**src/rtl/dds_cmd_parser_if.sv**
```systemverilog
// Byte-in / register-write-out bundle for the DDS command parser.
// The master side drives received UART bytes; the slave side (the parser)
// drives register writes and status back.
interface dds_cmd_parser_if;
    logic [7:0]  rx_data;
    logic        rx_vld;
    logic        vld;
    logic [31:0] addr;
    logic [31:0] data_in;
    logic        busy;
    logic        err;
    logic [1:0]  err_code;

    modport master (
        output rx_data, rx_vld,
        input  vld, addr, data_in, busy, err, err_code
    );

    modport slave (
        input  rx_data, rx_vld,
        output vld, addr, data_in, busy, err, err_code
    );
endinterface

```
**src/rtl/dds_cmd_parser.sv**
```systemverilog
// Byte-stream command parser feeding the DDS register bank.
// Frame: HEADER, ADDR, D3, D2, D1, D0, CHK  (CHK = 8-bit wrapping sum of ADDR..D0).
// Good frames become one-cycle register writes. Bad checksum, illegal address
// or an inter-byte stall drops the frame and raises a one-cycle err strobe.
module dds_cmd_parser #(
    parameter logic [7:0] HEADER      = 8'hA5,
    parameter int         TIMEOUT_CYC = 500_000
) (
    input  logic             sys_clk,
    input  logic             sys_rst_n,
    dds_cmd_parser_if.slave  bus
);

    localparam logic [1:0] ST_IDLE = 2'd0;
    localparam logic [1:0] ST_ADDR = 2'd1;
    localparam logic [1:0] ST_DATA = 2'd2;
    localparam logic [1:0] ST_CHK  = 2'd3;

    localparam int TW = (TIMEOUT_CYC > 2) ? $clog2(TIMEOUT_CYC) : 1;
    localparam logic [TW-1:0] TIMER_LAST = TW'(TIMEOUT_CYC - 1);

    localparam logic [1:0] ERR_CHK     = 2'd1;
    localparam logic [1:0] ERR_ADDR    = 2'd2;
    localparam logic [1:0] ERR_TIMEOUT = 2'd3;

    logic [1:0]    state_reg,    state_next;
    logic [1:0]    cnt_reg,      cnt_next;
    logic [7:0]    addr_b_reg,   addr_b_next;
    logic [31:0]   shift_reg,    shift_next;
    logic [7:0]    sum_reg,      sum_next;
    logic [TW-1:0] timer_reg,    timer_next;
    logic          vld_reg,      vld_next;
    logic          err_reg,      err_next;
    logic [1:0]    err_code_reg, err_code_next;
    logic [31:0]   addr_reg,     addr_next;
    logic [31:0]   data_reg,     data_next;

    logic addr_legal;

    // Only word-aligned addresses 0x00..0x0C map onto real DDS registers.
    assign addr_legal = (addr_b_reg[7:4] == 4'h0) && (addr_b_reg[1:0] == 2'b00);

    // Next-state logic: a received byte always takes priority over the timeout.
    always_comb begin
        state_next    = state_reg;
        cnt_next      = cnt_reg;
        addr_b_next   = addr_b_reg;
        shift_next    = shift_reg;
        sum_next      = sum_reg;
        timer_next    = timer_reg;
        vld_next      = 1'b0;
        err_next      = 1'b0;
        err_code_next = err_code_reg;
        addr_next     = addr_reg;
        data_next     = data_reg;

        if (bus.rx_vld) begin
            timer_next = '0;
            case (state_reg)
                ST_IDLE: begin
                    if (bus.rx_data == HEADER) begin
                        state_next = ST_ADDR;
                    end
                end
                ST_ADDR: begin
                    addr_b_next = bus.rx_data;
                    sum_next    = bus.rx_data;
                    cnt_next    = 2'd0;
                    state_next  = ST_DATA;
                end
                ST_DATA: begin
                    shift_next = {shift_reg[23:0], bus.rx_data};
                    sum_next   = sum_reg + bus.rx_data;
                    if (cnt_reg == 2'd3) begin
                        state_next = ST_CHK;
                    end else begin
                        cnt_next = cnt_reg + 2'd1;
                    end
                end
                default: begin
                    state_next = ST_IDLE;
                    if (bus.rx_data != sum_reg) begin
                        err_next      = 1'b1;
                        err_code_next = ERR_CHK;
                    end else if (!addr_legal) begin
                        err_next      = 1'b1;
                        err_code_next = ERR_ADDR;
                    end else begin
                        vld_next  = 1'b1;
                        addr_next = {24'h0, addr_b_reg};
                        data_next = shift_reg;
                    end
                end
            endcase
        end else if (state_reg != ST_IDLE) begin
            if (timer_reg == TIMER_LAST) begin
                state_next    = ST_IDLE;
                timer_next    = '0;
                err_next      = 1'b1;
                err_code_next = ERR_TIMEOUT;
            end else begin
                timer_next = timer_reg + 1'b1;
            end
        end else begin
            timer_next = '0;
        end
    end

    // State and output registers; reset drops any partial frame.
    always_ff @(posedge sys_clk or negedge sys_rst_n) begin
        if (!sys_rst_n) begin
            state_reg    <= ST_IDLE;
            cnt_reg      <= 2'd0;
            addr_b_reg   <= 8'h0;
            shift_reg    <= 32'h0;
            sum_reg      <= 8'h0;
            timer_reg    <= '0;
            vld_reg      <= 1'b0;
            err_reg      <= 1'b0;
            err_code_reg <= 2'd0;
            addr_reg     <= 32'h0;
            data_reg     <= 32'h0;
        end else begin
            state_reg    <= state_next;
            cnt_reg      <= cnt_next;
            addr_b_reg   <= addr_b_next;
            shift_reg    <= shift_next;
            sum_reg      <= sum_next;
            timer_reg    <= timer_next;
            vld_reg      <= vld_next;
            err_reg      <= err_next;
            err_code_reg <= err_code_next;
            addr_reg     <= addr_next;
            data_reg     <= data_next;
        end
    end

    assign bus.vld      = vld_reg;
    assign bus.err      = err_reg;
    assign bus.err_code = err_code_reg;
    assign bus.addr     = addr_reg;
    assign bus.data_in  = data_reg;
    assign bus.busy     = (state_reg != ST_IDLE);

endmodule

```
**src/flat_wrapper.sv**
```systemverilog
// flat-port wrapper written by rule: the top's interface ports become plain ports
module dds_cmd_parser_flat 
#(
    parameter logic [7:0] HEADER      = 8'hA5,
    parameter int         TIMEOUT_CYC = 500_000
)
  (sys_clk, sys_rst_n, bus_rx_data, bus_rx_vld, bus_vld, bus_addr, bus_data_in, bus_busy, bus_err, bus_err_code);
  dds_cmd_parser_if bus_i ();
  input  logic sys_clk;
  input  logic sys_rst_n;
  input wire logic [$bits(bus_i.rx_data)-1:0] bus_rx_data;
  input wire logic [$bits(bus_i.rx_vld)-1:0] bus_rx_vld;
  output wire logic [$bits(bus_i.vld)-1:0] bus_vld;
  output wire logic [$bits(bus_i.addr)-1:0] bus_addr;
  output wire logic [$bits(bus_i.data_in)-1:0] bus_data_in;
  output wire logic [$bits(bus_i.busy)-1:0] bus_busy;
  output wire logic [$bits(bus_i.err)-1:0] bus_err;
  output wire logic [$bits(bus_i.err_code)-1:0] bus_err_code;
  assign bus_i.rx_data = bus_rx_data;
  assign bus_i.rx_vld = bus_rx_vld;
  assign bus_vld = bus_i.vld;
  assign bus_addr = bus_i.addr;
  assign bus_data_in = bus_i.data_in;
  assign bus_busy = bus_i.busy;
  assign bus_err = bus_i.err;
  assign bus_err_code = bus_i.err_code;
  dds_cmd_parser #(.HEADER(HEADER), .TIMEOUT_CYC(TIMEOUT_CYC)) u_core (.sys_clk(sys_clk), .sys_rst_n(sys_rst_n), .bus(bus_i));
endmodule
```
**config.mk**
```make
export PLATFORM = sky130hd
export DESIGN_NAME = dds_cmd_parser_flat
export DESIGN_NICKNAME = d
export VERILOG_FILES = /design/src/rtl/dds_cmd_parser_if.sv /design/src/rtl/dds_cmd_parser.sv /design/src/flat_wrapper.sv
export SDC_FILE = /design/constraint.sdc
export NUM_CORES = 1
export LEC_CHECK = 0
export CAP_MARGIN = 30
export CELL_PAD_IN_SITES_DETAIL_PLACEMENT = 0
export CELL_PAD_IN_SITES_GLOBAL_PLACEMENT = 1
export CORE_ASPECT_RATIO = 1.25
export CORE_MARGIN = 3
export CORE_UTILIZATION = 39
export CTS_CLUSTER_DIAMETER = 60
export DETAILED_ROUTE_END_ITERATION = 16
export GPL_TIMING_DRIVEN = 0
export HOLD_SLACK_MARGIN = 0.15
export PLACE_DENSITY = 0.76
export SLEW_MARGIN = 15
export SYNTH_ARGS = -nofsm -noshare
export SYNTH_HDL_FRONTEND = slang
export SYNTH_SLANG_ARGS = --single-unit
```
**constraint.sdc**
```tcl
create_clock -name sys_clk -period 2.2 [get_ports sys_clk]
set_input_delay 0.22 -clock sys_clk [delete_from_list [all_inputs] [get_ports sys_clk]]
set_output_delay 0.22 -clock sys_clk [all_outputs]
set_load 0.02 [all_outputs]
```
==> After elaboration in Yosys (flattened, before gate mapping) <==
Cells that the tools add are included.
{ "classes": {"add_sub_neg": 3, "n_eq_ne": 11, "mux": 28, "bitwise_logic": 2, "n_reduce_logical": 16} }
{ "ops": {"columns": ["operator", "count"], "rows": [
  ["19-bit 2-to-1 mux", 3],
  ["2-bit 2-to-1 mux", 12],
  ["19-bit by 1-bit adder with 19-bit output, second input constant", 1],
  ["19-bit == test, second input constant", 1],
  ["8-bit one-hot mux with 2 select lines", 1],
  ["4-bit AND reduction", 3],
  ["1-bit 2-to-1 mux", 10],
  ["8-bit adder", 1],
  ["8-bit == test, second input constant", 1],
  ["8-bit != test", 1],
  ["2-bit nonzero test", 4],
  ["3-bit by 2-bit != test with 1-bit output, second input constant", 2],
  ["2-bit one-hot mux with 3 select lines", 1],
  ["2-bit AND reduction", 3],
  ["2-bit == test, second input constant", 2],
  ["2-bit logical NOT", 2],
  ["4-bit logical NOT", 1],
  ["2-bit != test, second input constant", 2],
  ["2-bit one-hot mux with 2 select lines", 1],
  ["3-bit != test, second input constant", 1],
  ["3-bit AND reduction", 1],
  ["3-bit OR reduction", 1],
  ["2-bit by 1-bit adder with 2-bit output, second input constant", 1],
  ["2-bit by 1-bit == test with 1-bit output, second input constant", 1],
  ["other kinds (2)", 3]
]} }
{ "word_totals": {"regBits": 115, "input_bits": 11, "out_inout_bits": 69, "wordCells": 71} }

==> Logic depth before layout (Yosys ltp) <==
{ "depth": {"depth_word": 6, "mapped_depth": 9, "ltp_nobuf": 9} }

==> Worst setup path after synthesis <==
Ideal clock, no wire load.
{ "synth_timing": {"path_type": "reg-to-reg", "start": "reg u_core.sum_reg[4]", "end": "reg u_core.data_reg[0], in the netlist u_core.bus.data_in[0]", "setup_time_ns": 0.125, "arrival_ns": 2.026, "setup_slack_ns": 0.050, "path_stages_with_launch": 10, "path_cell_list": "dfrtp_1 > ha_1 > nor4_1 > nand2_1 > a21oi_1 > and2_1 > and2b_1 > buf_6 > buf_12 > mux2_2"} }
{ "synth_between": {"elab_chain_len": 3} }
{ "synth_rtl": {"columns": ["item", "line", "rtl"], "rows": [
  ["start: declaration", "dds_cmd_parser.sv:30", "logic [7:0] sum_reg, sum_next;"],
  ["start signal: assignment", "dds_cmd_parser.sv:128", "sum_reg <= sum_next;"],
  ["8-bit != test", "dds_cmd_parser.sv:82", "if (bus.rx_data != sum_reg) begin"],
  ["1-bit inverter (no line)", null, null],
  ["4-bit AND reduction (no line)", null, null],
  ["end signal: assignment", "dds_cmd_parser.sv:134", "data_reg <= data_next;"],
  ["end: declaration", "dds_cmd_parser.sv:36", "logic [31:0] data_reg, data_next;"]
]} }
Every way passes these cells.
A chain may end at the register's enable or synchronous reset.

==> Worst setup path in the final report <==
{ "layout_timing": {"start": "reg u_core.sum_reg[4]", "end": "reg u_core.data_reg[27], in the netlist u_core.bus.data_in[27]"} }
The elaborated chain is that of the path after synthesis.

==> out/qor.yml <==
busiest_layer: "met2"
instances_no_fill: 706
grt_util_met1_pct: 18.6
cts_made_buffers: 17
rsz0062_at_grt: "yes"
die_area_sq_um: 14700
required_ps: 2490
path_clk_slew_ps: 60
nets: 550
drcViolationCount: 0
synth_warnings: 0
gp_congestion: 0.800
n_antenna_cell: 0
violations: "setup timing"
fmax_mhz: 441
synth_compound_area_share_pct: 4.32
insertion_delay_ps: 410
design_area_sq_um: 6980
grt_pass1_vias: 3515
grt_use_total_pct: 15.2
hp-start: "bus_rx_vld"
coreArea_sq_um: 12800
fillers: 1067
cp-startpoint: "u_core.sum_reg[4]"
die-width_um: 109
timing.final.crit_period_ps: 2270
cts.sinks: 115
report.final.slew_viol_count: 0
drt_iter0_markers: 139
worstSetupPathType: "register to register"
dpl.hpwl_mm: 7.10
drtPass1Iterations: 4
synth-simple-area-share_pct: 9.94
worst_pin_slew_ps: 585
leakage_uw: 0.00322
initial_core_util_pct: 40.4
synth_cell_type_count: 40
slew_headroom_pct: 61.0
yosys_register_bits: 115
routedWlPerCell_um: 14.8
r2r_start: "u_core.sum_reg[4]"
syn_avg_cell_area_sq_um: 12.3
area_growth_pct: 34.6
grt_use_met3_pct: 4.30
clock_path_buffers: 2
dp_cells: 668
cts_htree_levels: 4
met2_usage_pct: 25.2
antenna_found_initial: 0
io_buffers: 54
cts_root_buf: "clkbuf_16"
cts_tree: "built"
setup_slack_ps: -68.5
synth_xor_area_share_pct: 3.55
vias: 3391
period_share_pct: 103
ys_async_sr_fraction_pct: 100
syn_area_sq_um: 5190
die_h_um: 135
status: "complete, but fails checks"
crit_arrival_ps: 2560
drive_gt1_share_pct: 29.0
dp_slack_ps: -703
ys_seq_area_share_pct: 55.5
grt_max_degree: 64
fp-row-count: 46
maxCapViolCount: 0
synth_top_family_by_area: "multiplexers"
overflow: 0
fin_skew_ps: 7.66
worstHoldPathType: "primary input to register"
powerDensity_nw_per_um2: 1110
synthMuxAreaShare_pct: 16.6
post_drt_via_cell_ratio: 4.80
ant_nets: 0
setup_viol: 31
tns_ps: -922
path_max_fanout: 6
dpl_cell_area_sq_um: 6050
synth-edff-count: 0
hold_viol: 0
synth_adder_area_share_pct: 3.52
end_kind: "register"
grt_pass1_wl_mm: 17.3
synthCells: 422
cp-start-kind: "register"
io_pins: 80
peakVddDrop_uv: 729
routed_wl_mm: 10.5
ys.flop_type: "dfrtp_1"
## layout by cell type (no fill, tap or decap), types with 5 or more instances in the layout
| master | count |
|---|---|
| ha_1 | 7 |
| nand4_1 | 5 |
| mux2i_1 | 7 |
| xor2_1 | 14 |
| mux2_2 | 40 |
| nand2_1 | 35 |
| dfrtp_1 | 115 |
| nand3_1 | 7 |
| conb_1 | 24 |
| a21oi_1 | 7 |
| nor3_1 | 5 |
| o21ai_0 | 20 |
| clkdlybuf4s50_1 | 48 |
| nor2_1 | 24 |
| clkbuf_16 | 18 |
| ha_4 | 6 |
| xnor2_1 | 7 |
| nor2b_1 | 9 |
| mux2_4 | 30 |
| buf_4 | 27 |
| inv_1 | 11 |
## final timing paths
kind / slack [ps] / end / cells after the start
setup reg to reg: -70 / u_core.bus.data_in[27] / 9
setup / recovery: -70 / u_core.bus.data_in[27] / 9
max in group asynchronous: 1140 / u_core.sum_reg[7] / 3
hold / removal: 270 / u_core.timer_reg[4] / 2
min in group asynchronous: 360 / u_core.bus.addr[0] / 2
hold reg to reg: 480 / u_core.addr_b_reg[6] / 2
## synthesized netlist by cell type, types with 2 or more instances
library cell	number	area, sq um
nand4_1	5	31.3
a211oi_1	2	15.0
nand2b_1	3	18.8
nand2_1	35	131
ha_1	13	163
a22o_1	2	17.5
clkbuf_1	6	22.5
a21o_1	4	30.0
o21ai_0	20	100
mux2_1	4	45.0
mux2_2	66	743
and4_1	3	26.3
nor2b_1	9	56.3
buf_12	3	60.1
or2_2	2	12.5
dfrtp_1	115	2880
a21oi_1	8	40.0
nor3_1	5	25.0
xor2_1	14	123
and2_1	3	18.8
nor4_1	4	25.0
inv_1	11	41.3
buf_4	24	180
buf_6	2	22.5
nor2_1	25	93.8
buf_2	2	10.0
mux2i_1	7	70.1
nand3_1	7	35.0
xnor2_1	7	61.3
## routing by layer
metal / routed length [um] / up-vias
li1: - / 1612
met3: 483 / 7
met2: 5290 / 98
met1: 4560 / 1674
met5: 0 / -
met4: 128 / 0
## through the flow
stage	hold slack (ps)	utilization, %	total power [uW]
2_1_floorplan	-75.6	-	4150
5_1_grt	316	54.4	8180
4_1_cts	278	53.6	7740
3_3_place_gp	457	46.9	4560
3_5_place_dp	239	47.2	4660
6_report	271	54.4	7720
## area by class of cell
type / count / area [sq um] / share of cell area (%)
multi-input cells: 281 / 2270 / 32.5
flip-flops and latches: 115 / 2880 / 41.2
inverters: 11 / 41.3 / 0.592
clock inverters: 14 / 201 / 2.89
repair buffers: 62 / 651 / 9.32
well taps: 168 / 210 / 3.01
clock buffers: 18 / 429 / 6.15
plain buffers: 37 / 303 / 4.34
## power by group
| part | internal (uW) | total, uW | switching (uW) | leakage, uW |
|---|---|---|---|---|
| Clock | 1910 | 2910 | 999 | 0.000302 |
| Combinational | 926 | 1790 | 869 | 0.00141 |
| Sequential | 2630 | 3010 | 378 | 0.00151 |
| Total | 5470 | 7720 | 2250 | 0.00322 |
## kinds of logic (layout without fill, tap and decap cells)
family / after synthesis / count (layout)
flops: 115 / 115
buf+inv: 49 / 142
mux: 77 / 77
simple gates: 106 / 106
fa+ha+maj: 14 / 14
other cells: 1 / 24
compound gates: 39 / 39
xor+xnor: 21 / 21
## worst max-delay path: stages, from the launching register on
cell and delay [ps]:
dfrtp_1 410, ha_4 250, nor4_4 230, nand2_1 110
a21oi_2 190, and2_4 170, and2b_1 130, buf_6 160
clkbuf_16 170, mux2_2 330
## what timing repair did
| action | 4_1_cts | 5_1_grt |
|---|---|---|
| gates cloned | 0 | 1 |
| gates resized for setup | 37 | 16 |
| pin swaps | 0 | 1 |
| setup endpoints to repair | 54 | 66 |
| hold endpoints to repair | 62 | 0 |
| hold buffers | 1 | 0 |
| setup buffers | 2 | 3 |
Note: power is estimated with default switching activity, not from simulation.
